$ cat config.mk
export PLATFORM = sky130hd
export DESIGN_NAME = instruction_fetch_flat
export DESIGN_NICKNAME = d
export VERILOG_FILES = /design/src/rtl/instruction_fetch_if.sv /design/src/rtl/instruction_fetch.sv /design/src/flat_wrapper.sv
export SDC_FILE = /design/constraint.sdc
export NUM_CORES = 1
export LEC_CHECK = 0
export ABC_AREA = 1
export ABC_CLOCK_PERIOD_IN_PS = 3900
export CAP_MARGIN = 20
export CORE_MARGIN = 4
export CORE_UTILIZATION = 40
export CTS_CLUSTER_DIAMETER = 80
export CTS_CLUSTER_SIZE = 24
export DETAILED_ROUTE_END_ITERATION = 8
export GPL_TIMING_DRIVEN = 0
export HOLD_SLACK_MARGIN = 0.06
export PLACE_DENSITY = 0.66
export SLEW_MARGIN = 20
export SYNTH_ARGS = -nofsm -noshare
export SYNTH_HDL_FRONTEND = slang
export SYNTH_SLANG_ARGS = --single-unit
export TNS_END_PERCENT = 100
$ cat constraint.sdc
create_clock -name clk -period 3.9 [get_ports clk]
set_input_delay 0.585 -clock clk [delete_from_list [all_inputs] [get_ports clk]]
set_output_delay 0.585 -clock clk [all_outputs]
set_load 0.1 [all_outputs]
$ cat src/rtl/instruction_fetch_if.sv
// Fetch-side bundle: instruction memory req/ack port plus the valid/ready port
// that hands buffered instructions to decode.
interface instruction_fetch_if #(
  parameter int ADDR_W = 16,
  parameter int INS_W  = 16
);
  logic              mem_req;
  logic [ADDR_W-1:0] mem_addr;
  logic              mem_ack;
  logic [INS_W-1:0]  mem_rdata;
  logic              ins_valid;
  logic              ins_ready;
  logic [INS_W-1:0]  ins_data;
  logic [ADDR_W-1:0] ins_addr;

  modport master (
    output mem_req, mem_addr, ins_valid, ins_data, ins_addr,
    input  mem_ack, mem_rdata, ins_ready
  );
  modport slave (
    input  mem_req, mem_addr, ins_valid, ins_data, ins_addr,
    output mem_ack, mem_rdata, ins_ready
  );
endinterface

$ cat src/rtl/instruction_fetch.sv
// Fetch stage: reads the PC, issues one memory read at a time, buffers returned
// words in a circular FIFO for decode and strobes the PC forward per fetch.
module instruction_fetch #(
  parameter int DEPTH  = 2,
  parameter int ADDR_W = 16,
  parameter int INS_W  = 16
) (
  input  logic                     clk,
  input  logic                     reset,
  input  logic [ADDR_W-1:0]        pc_value,
  output logic                     ins_count,
  input  logic                     flush,
  instruction_fetch_if.master      bus,
  output logic [$clog2(DEPTH):0]   buf_count
);
  localparam int PW = $clog2(DEPTH);
  localparam logic [PW:0] FULL_CNT = (PW+1)'(DEPTH);

  typedef enum logic [1:0] {IDLE, REQ, ADV, DRAIN} state_e;

  state_e                    state_q;
  logic                      mem_req_q;
  logic [ADDR_W-1:0]         mem_addr_q;
  logic [ADDR_W+INS_W-1:0]   buf_q [DEPTH];
  logic [PW-1:0]             wr_ptr_q, rd_ptr_q;
  logic [PW:0]               cnt_q;
  logic                      push, pop, full;

  assign full = (cnt_q == FULL_CNT);
  assign push = (state_q == REQ) && bus.mem_ack && !flush;
  assign pop  = bus.ins_valid && bus.ins_ready && !flush;

  // A flush that lands mid-request never withdraws mem_req; DRAIN swallows the late ack.
  always_ff @(posedge clk or posedge reset) begin
    if (reset) begin
      state_q    <= IDLE;
      mem_req_q  <= 1'b0;
      mem_addr_q <= '0;
    end else begin
      case (state_q)
        IDLE: if (!flush && !full) begin
          mem_req_q  <= 1'b1;
          mem_addr_q <= pc_value;
          state_q    <= REQ;
        end
        REQ: if (bus.mem_ack) begin
          mem_req_q <= 1'b0;
          state_q   <= flush ? IDLE : ADV;
        end else if (flush) begin
          state_q <= DRAIN;
        end
        ADV: state_q <= IDLE;
        DRAIN: if (bus.mem_ack) begin
          mem_req_q <= 1'b0;
          state_q   <= IDLE;
        end
        default: state_q <= IDLE;
      endcase
    end
  end

  always_ff @(posedge clk or posedge reset) begin
    if (reset) begin
      wr_ptr_q <= '0;
      rd_ptr_q <= '0;
      cnt_q    <= '0;
      for (int i = 0; i < DEPTH; i++) buf_q[i] <= '0;
    end else if (flush) begin
      wr_ptr_q <= '0;
      rd_ptr_q <= '0;
      cnt_q    <= '0;
    end else begin
      if (push) begin
        buf_q[wr_ptr_q] <= {mem_addr_q, bus.mem_rdata};
        wr_ptr_q        <= wr_ptr_q + PW'(1);
      end
      if (pop) rd_ptr_q <= rd_ptr_q + PW'(1);
      case ({push, pop})
        2'b10:   cnt_q <= cnt_q + (PW+1)'(1);
        2'b01:   cnt_q <= cnt_q - (PW+1)'(1);
        default: cnt_q <= cnt_q;
      endcase
    end
  end

  // Jump/return and the fetch advance share one strobe; the PC gives flush priority.
  assign ins_count     = ((state_q == ADV) | flush) & ~reset;
  assign bus.mem_req   = mem_req_q;
  assign bus.mem_addr  = mem_addr_q;
  assign bus.ins_valid = (cnt_q != '0);
  assign bus.ins_addr  = buf_q[rd_ptr_q][ADDR_W+INS_W-1:INS_W];
  assign bus.ins_data  = buf_q[rd_ptr_q][INS_W-1:0];
  assign buf_count     = cnt_q;
endmodule

$ cat src/flat_wrapper.sv
// flat-port wrapper written by rule: the top's interface ports become plain ports
module instruction_fetch_flat 
#(
  parameter int DEPTH  = 2,
  parameter int ADDR_W = 16,
  parameter int INS_W  = 16
)
  (clk, reset, pc_value, ins_count, flush, buf_count, bus_mem_req, bus_mem_addr, bus_ins_valid, bus_ins_data, bus_ins_addr, bus_mem_ack, bus_mem_rdata, bus_ins_ready);
  instruction_fetch_if #(.ADDR_W(ADDR_W), .INS_W(INS_W)) bus_i ();
  input  logic clk;
  input  logic reset;
  input  logic [ADDR_W-1:0] pc_value;
  output logic ins_count;
  input  logic flush;
  output logic [$clog2(DEPTH):0] buf_count;
  output wire logic [$bits(bus_i.mem_req)-1:0] bus_mem_req;
  output wire logic [$bits(bus_i.mem_addr)-1:0] bus_mem_addr;
  output wire logic [$bits(bus_i.ins_valid)-1:0] bus_ins_valid;
  output wire logic [$bits(bus_i.ins_data)-1:0] bus_ins_data;
  output wire logic [$bits(bus_i.ins_addr)-1:0] bus_ins_addr;
  input wire logic [$bits(bus_i.mem_ack)-1:0] bus_mem_ack;
  input wire logic [$bits(bus_i.mem_rdata)-1:0] bus_mem_rdata;
  input wire logic [$bits(bus_i.ins_ready)-1:0] bus_ins_ready;
  assign bus_mem_req = bus_i.mem_req;
  assign bus_mem_addr = bus_i.mem_addr;
  assign bus_ins_valid = bus_i.ins_valid;
  assign bus_ins_data = bus_i.ins_data;
  assign bus_ins_addr = bus_i.ins_addr;
  assign bus_i.mem_ack = bus_mem_ack;
  assign bus_i.mem_rdata = bus_mem_rdata;
  assign bus_i.ins_ready = bus_ins_ready;
  instruction_fetch #(.DEPTH(DEPTH), .ADDR_W(ADDR_W), .INS_W(INS_W)) u_core (.clk(clk), .reset(reset), .pc_value(pc_value), .ins_count(ins_count), .flush(flush), .bus(bus_i), .buf_count(buf_count));
endmodule
==> reports/metrics.yaml <==
run_status:
  outcome: "finished, final reports clean"
synth:
  synth_warnings: 0
  synthesis.nets: 489
  netlist_area_sq_um: 3870
  synthDistinctLibCells: 20
  synthesis.instances: 452
  ys_ff_latch: 87
  ys_seq_area_frac: 0.562
  syn_area_per_cell_sq_um: 8.57
placed_design:
  hpwl_microns: 6790
  portBuffers: 89
  routabilityCongestion: 0.783
  placedCellCount: 671
clock_tree:
  hold_buffers: 0
  cts-htree-levels: 3
  cts_setup_buffers: 0
  cts_tree: "built"
  cts_resized: 0
  cts_max_path_buffers: 2
  clock_sinks: 87
  clk_pin_slew_ns: 0.08
  cts_root_buf: "clkbuf_8"
  clk_latency_ns: 0.35
  cts_buffers: 9
die:
  die_w_microns: 106
  core_sq_um: 9330
  num_rows: 35
  start_util: 0.415
  dieArea_sq_um: 11300
  ios: 90
  die_h_microns: 106
drt:
  drt-total-wl_microns: 9500
  vias: 3285
  drt_pass1_iterations: 4
  viasPerCell: 4.78
  drc_errors: 0
  wire_per_inst_microns: 13.8
  ant_nets: 0
  drt_iter0_drc: 112
setup_path:
  worstSetupEndpointType: "primary output"
  worst-path-buf-inv: 4
  crit_fanout: 10
  crit_end: "bus_ins_addr[1]"
  r2r_cells: 5
  timing.rr.start: "u_core.state_q[0]$_DFFE_PP0P_"
  reg2reg_slack_ns: 2.45
  critPathLaunch: "u_core.rd_ptr_q$_DFFE_PP0P_"
  start_kind: "register"
  path_delay_family: "buffers and inverters"
  max_stage_delay_ns: 1.14
  critPathKind: "register to primary output"
  arrival_ns: 2.81
  cp.required_ns: 3.31
  crit_path_cell_trace: "clkbuf_1 > clkinv_1 > clkbuf_1 > nand2_1 > nand2_1 > clkdlybuf4s50_1"
  worst_r2r_endpoint: "u_core.bus.mem_addr[13]$_DFFE_PP0P_"
  cp_slowest_cell: "clkdlybuf4s50_1"
  cp_num_cells: 6
timing:
  finClkSkew_ns: 0.0132
  rsz0062_at_grt: "no"
  report.final.setup_viol: 0
  slew_violations: 0
  worst_slew_pin_slew_ns: 0.982
  fin_crit_sh: 0.872
  hold_viol_final: 0
  max_slew_margin: 0.343
  whs_ns: 0.486
  period_minus_slack_ns: 3.40
  max_freq_mhz: 294
grt:
  grt_pass1_wl_microns: 15800
  grtUsageTotal: 0.176
  grt_antenna_before_repair: 0
  grt_pass1_vias: 3191
  grt-ovfl-total: 0
  grt_max_degree: 59
flow_run:
  cap_violations: 0
final_layout:
  nets: 590
  instances_no_fill: 687
  post_route_cells_drive_above_1_share: 0.109
  diodes: 0
  final_core_util: 0.553
  area_growth_pct: 33.2
min_path:
  hp-class: "register to register"
[metrics by stage]
step                      setup WS (ns)  cell area (sq um)  setup TNS, ns
final                             0.501               5160              0
after global routing              0.255               5160              0
after CTS                         0.444               5160              0
after detailed placement          0.833               4950              0
after global placement           -0.376               4920         -32.22
after floorplan                    1.06               3870              0
[registers in the layout, summed over array words and instances, names as in the netlist]
| signal | flops |
|---|---|
| u_core.state_q | 2 |
| u_core.rd_ptr_q | 1 |
| u_core.wr_ptr_q | 1 |
| u_core.bus.mem_addr | 16 |
| u_core.bus.mem_req | 1 |
| u_core.buf_q | 64 |
| u_core.buf_count | 2 |
[worst min-delay path by stage]
| stage | start | to | slack [ns] | cells past startpoint |
|---|---|---|---|---|
| after floorplan | u_core.buf_q[41]$_DFFE_PP0P_ | u_core.buf_q[41]$_DFFE_PP0P_ | 0.46 | 2 |
| after global placement | u_core.buf_q[61]$_DFFE_PP0P_ | u_core.buf_q[61]$_DFFE_PP0P_ | 0.46 | 2 |
| after detailed placement | u_core.buf_q[52]$_DFFE_PP0P_ | u_core.buf_q[52]$_DFFE_PP0P_ | 0.47 | 2 |
| after CTS | u_core.buf_q[61]$_DFFE_PP0P_ | u_core.buf_q[61]$_DFFE_PP0P_ | 0.49 | 2 |
| after global routing | u_core.buf_q[41]$_DFFE_PP0P_ | u_core.buf_q[41]$_DFFE_PP0P_ | 0.50 | 2 |
| final | u_core.buf_q[61]$_DFFE_PP0P_ | u_core.buf_q[61]$_DFFE_PP0P_ | 0.49 | 2 |
[metal layers]
metal | global-route usage | wire length, microns | up-vias
li1 | - | - | 1621
met1 | 0.233 | 4420 | 1564
met2 | 0.289 | 4500 | 87
met3 | 0.0419 | 435 | 13
met4 | 0.0527 | 145 | 0
met5 | 0 | 0 | -
[synth_stat cells]
cell | number | area, sq um
o21ai_2 | 23 | 201
o21ai_1 | 41 | 205
inv_1 | 39 | 146
inv_2 | 1 | 3.75
nand2_1 | 176 | 661
a21oi_1 | 19 | 95.1
nand3b_4 | 1 | 20.0
dfrtp_1 | 87 | 2180
nor2_1 | 23 | 86.3
clkinv_1 | 1 | 3.75
nand2_4 | 1 | 11.3
buf_2 | 9 | 45.0
nor2_8 | 1 | 20.0
nand3_1 | 9 | 45.0
o211ai_1 | 1 | 7.51
buf_6 | 6 | 67.6
xnor2_1 | 1 | 8.76
clkbuf_1 | 8 | 30.0
nand3_4 | 1 | 17.5
o21ai_0 | 4 | 20.0
[cells by family (layout without fill, tap and decap cells)]
logic type	count (synthesis)	after routing	synth area share
and+or+nand+nor	212	212	0.222
AOI/OAI and AO/OA	88	88	0.137
DFF	87	87	0.562
xor gates and xnor gates	1	1	0.00226
buffers and inverters	64	170	0.0766
[cells in the final DEF (no fill, tap or decap), types with 2 or more instances in the layout]
| cell type | Yosys | routed |
|---|---|---|
| a21oi_1 | 19 | 19 |
| nand3_1 | 9 | 9 |
| nor2_1 | 23 | 23 |
| o21ai_0 | 4 | 4 |
| clkinv_4 | 0 | 2 |
| o21ai_1 | 41 | 41 |
| o21ai_2 | 23 | 23 |
| buf_6 | 6 | 6 |
| dfrtp_1 | 87 | 87 |
| clkdlybuf4s50_1 | 0 | 89 |
| buf_2 | 9 | 9 |
| inv_1 | 39 | 38 |
| nand2_1 | 176 | 176 |
| clkbuf_8 | 0 | 9 |
| clkbuf_1 | 8 | 8 |
[worst min-delay path: stages, from the launching register on]
cell     delay, ns
dfrtp_1       0.35
nand2_1       0.06
o21ai_2       0.05
[cell type report]
cell class | count | area, sq um
inverter | 41 | 156
clock inverter | 7 | 80.1
buffer | 23 | 143
timing repair buffer | 90 | 918
clock buffer | 9 | 124
fill | 883 | 4170
tap | 129 | 161
sequential | 87 | 2180
multi-input combinational | 301 | 1400
Power is not shown: default switching activity piles up to over one toggle a cycle in this logic, so the estimate is an artifact.
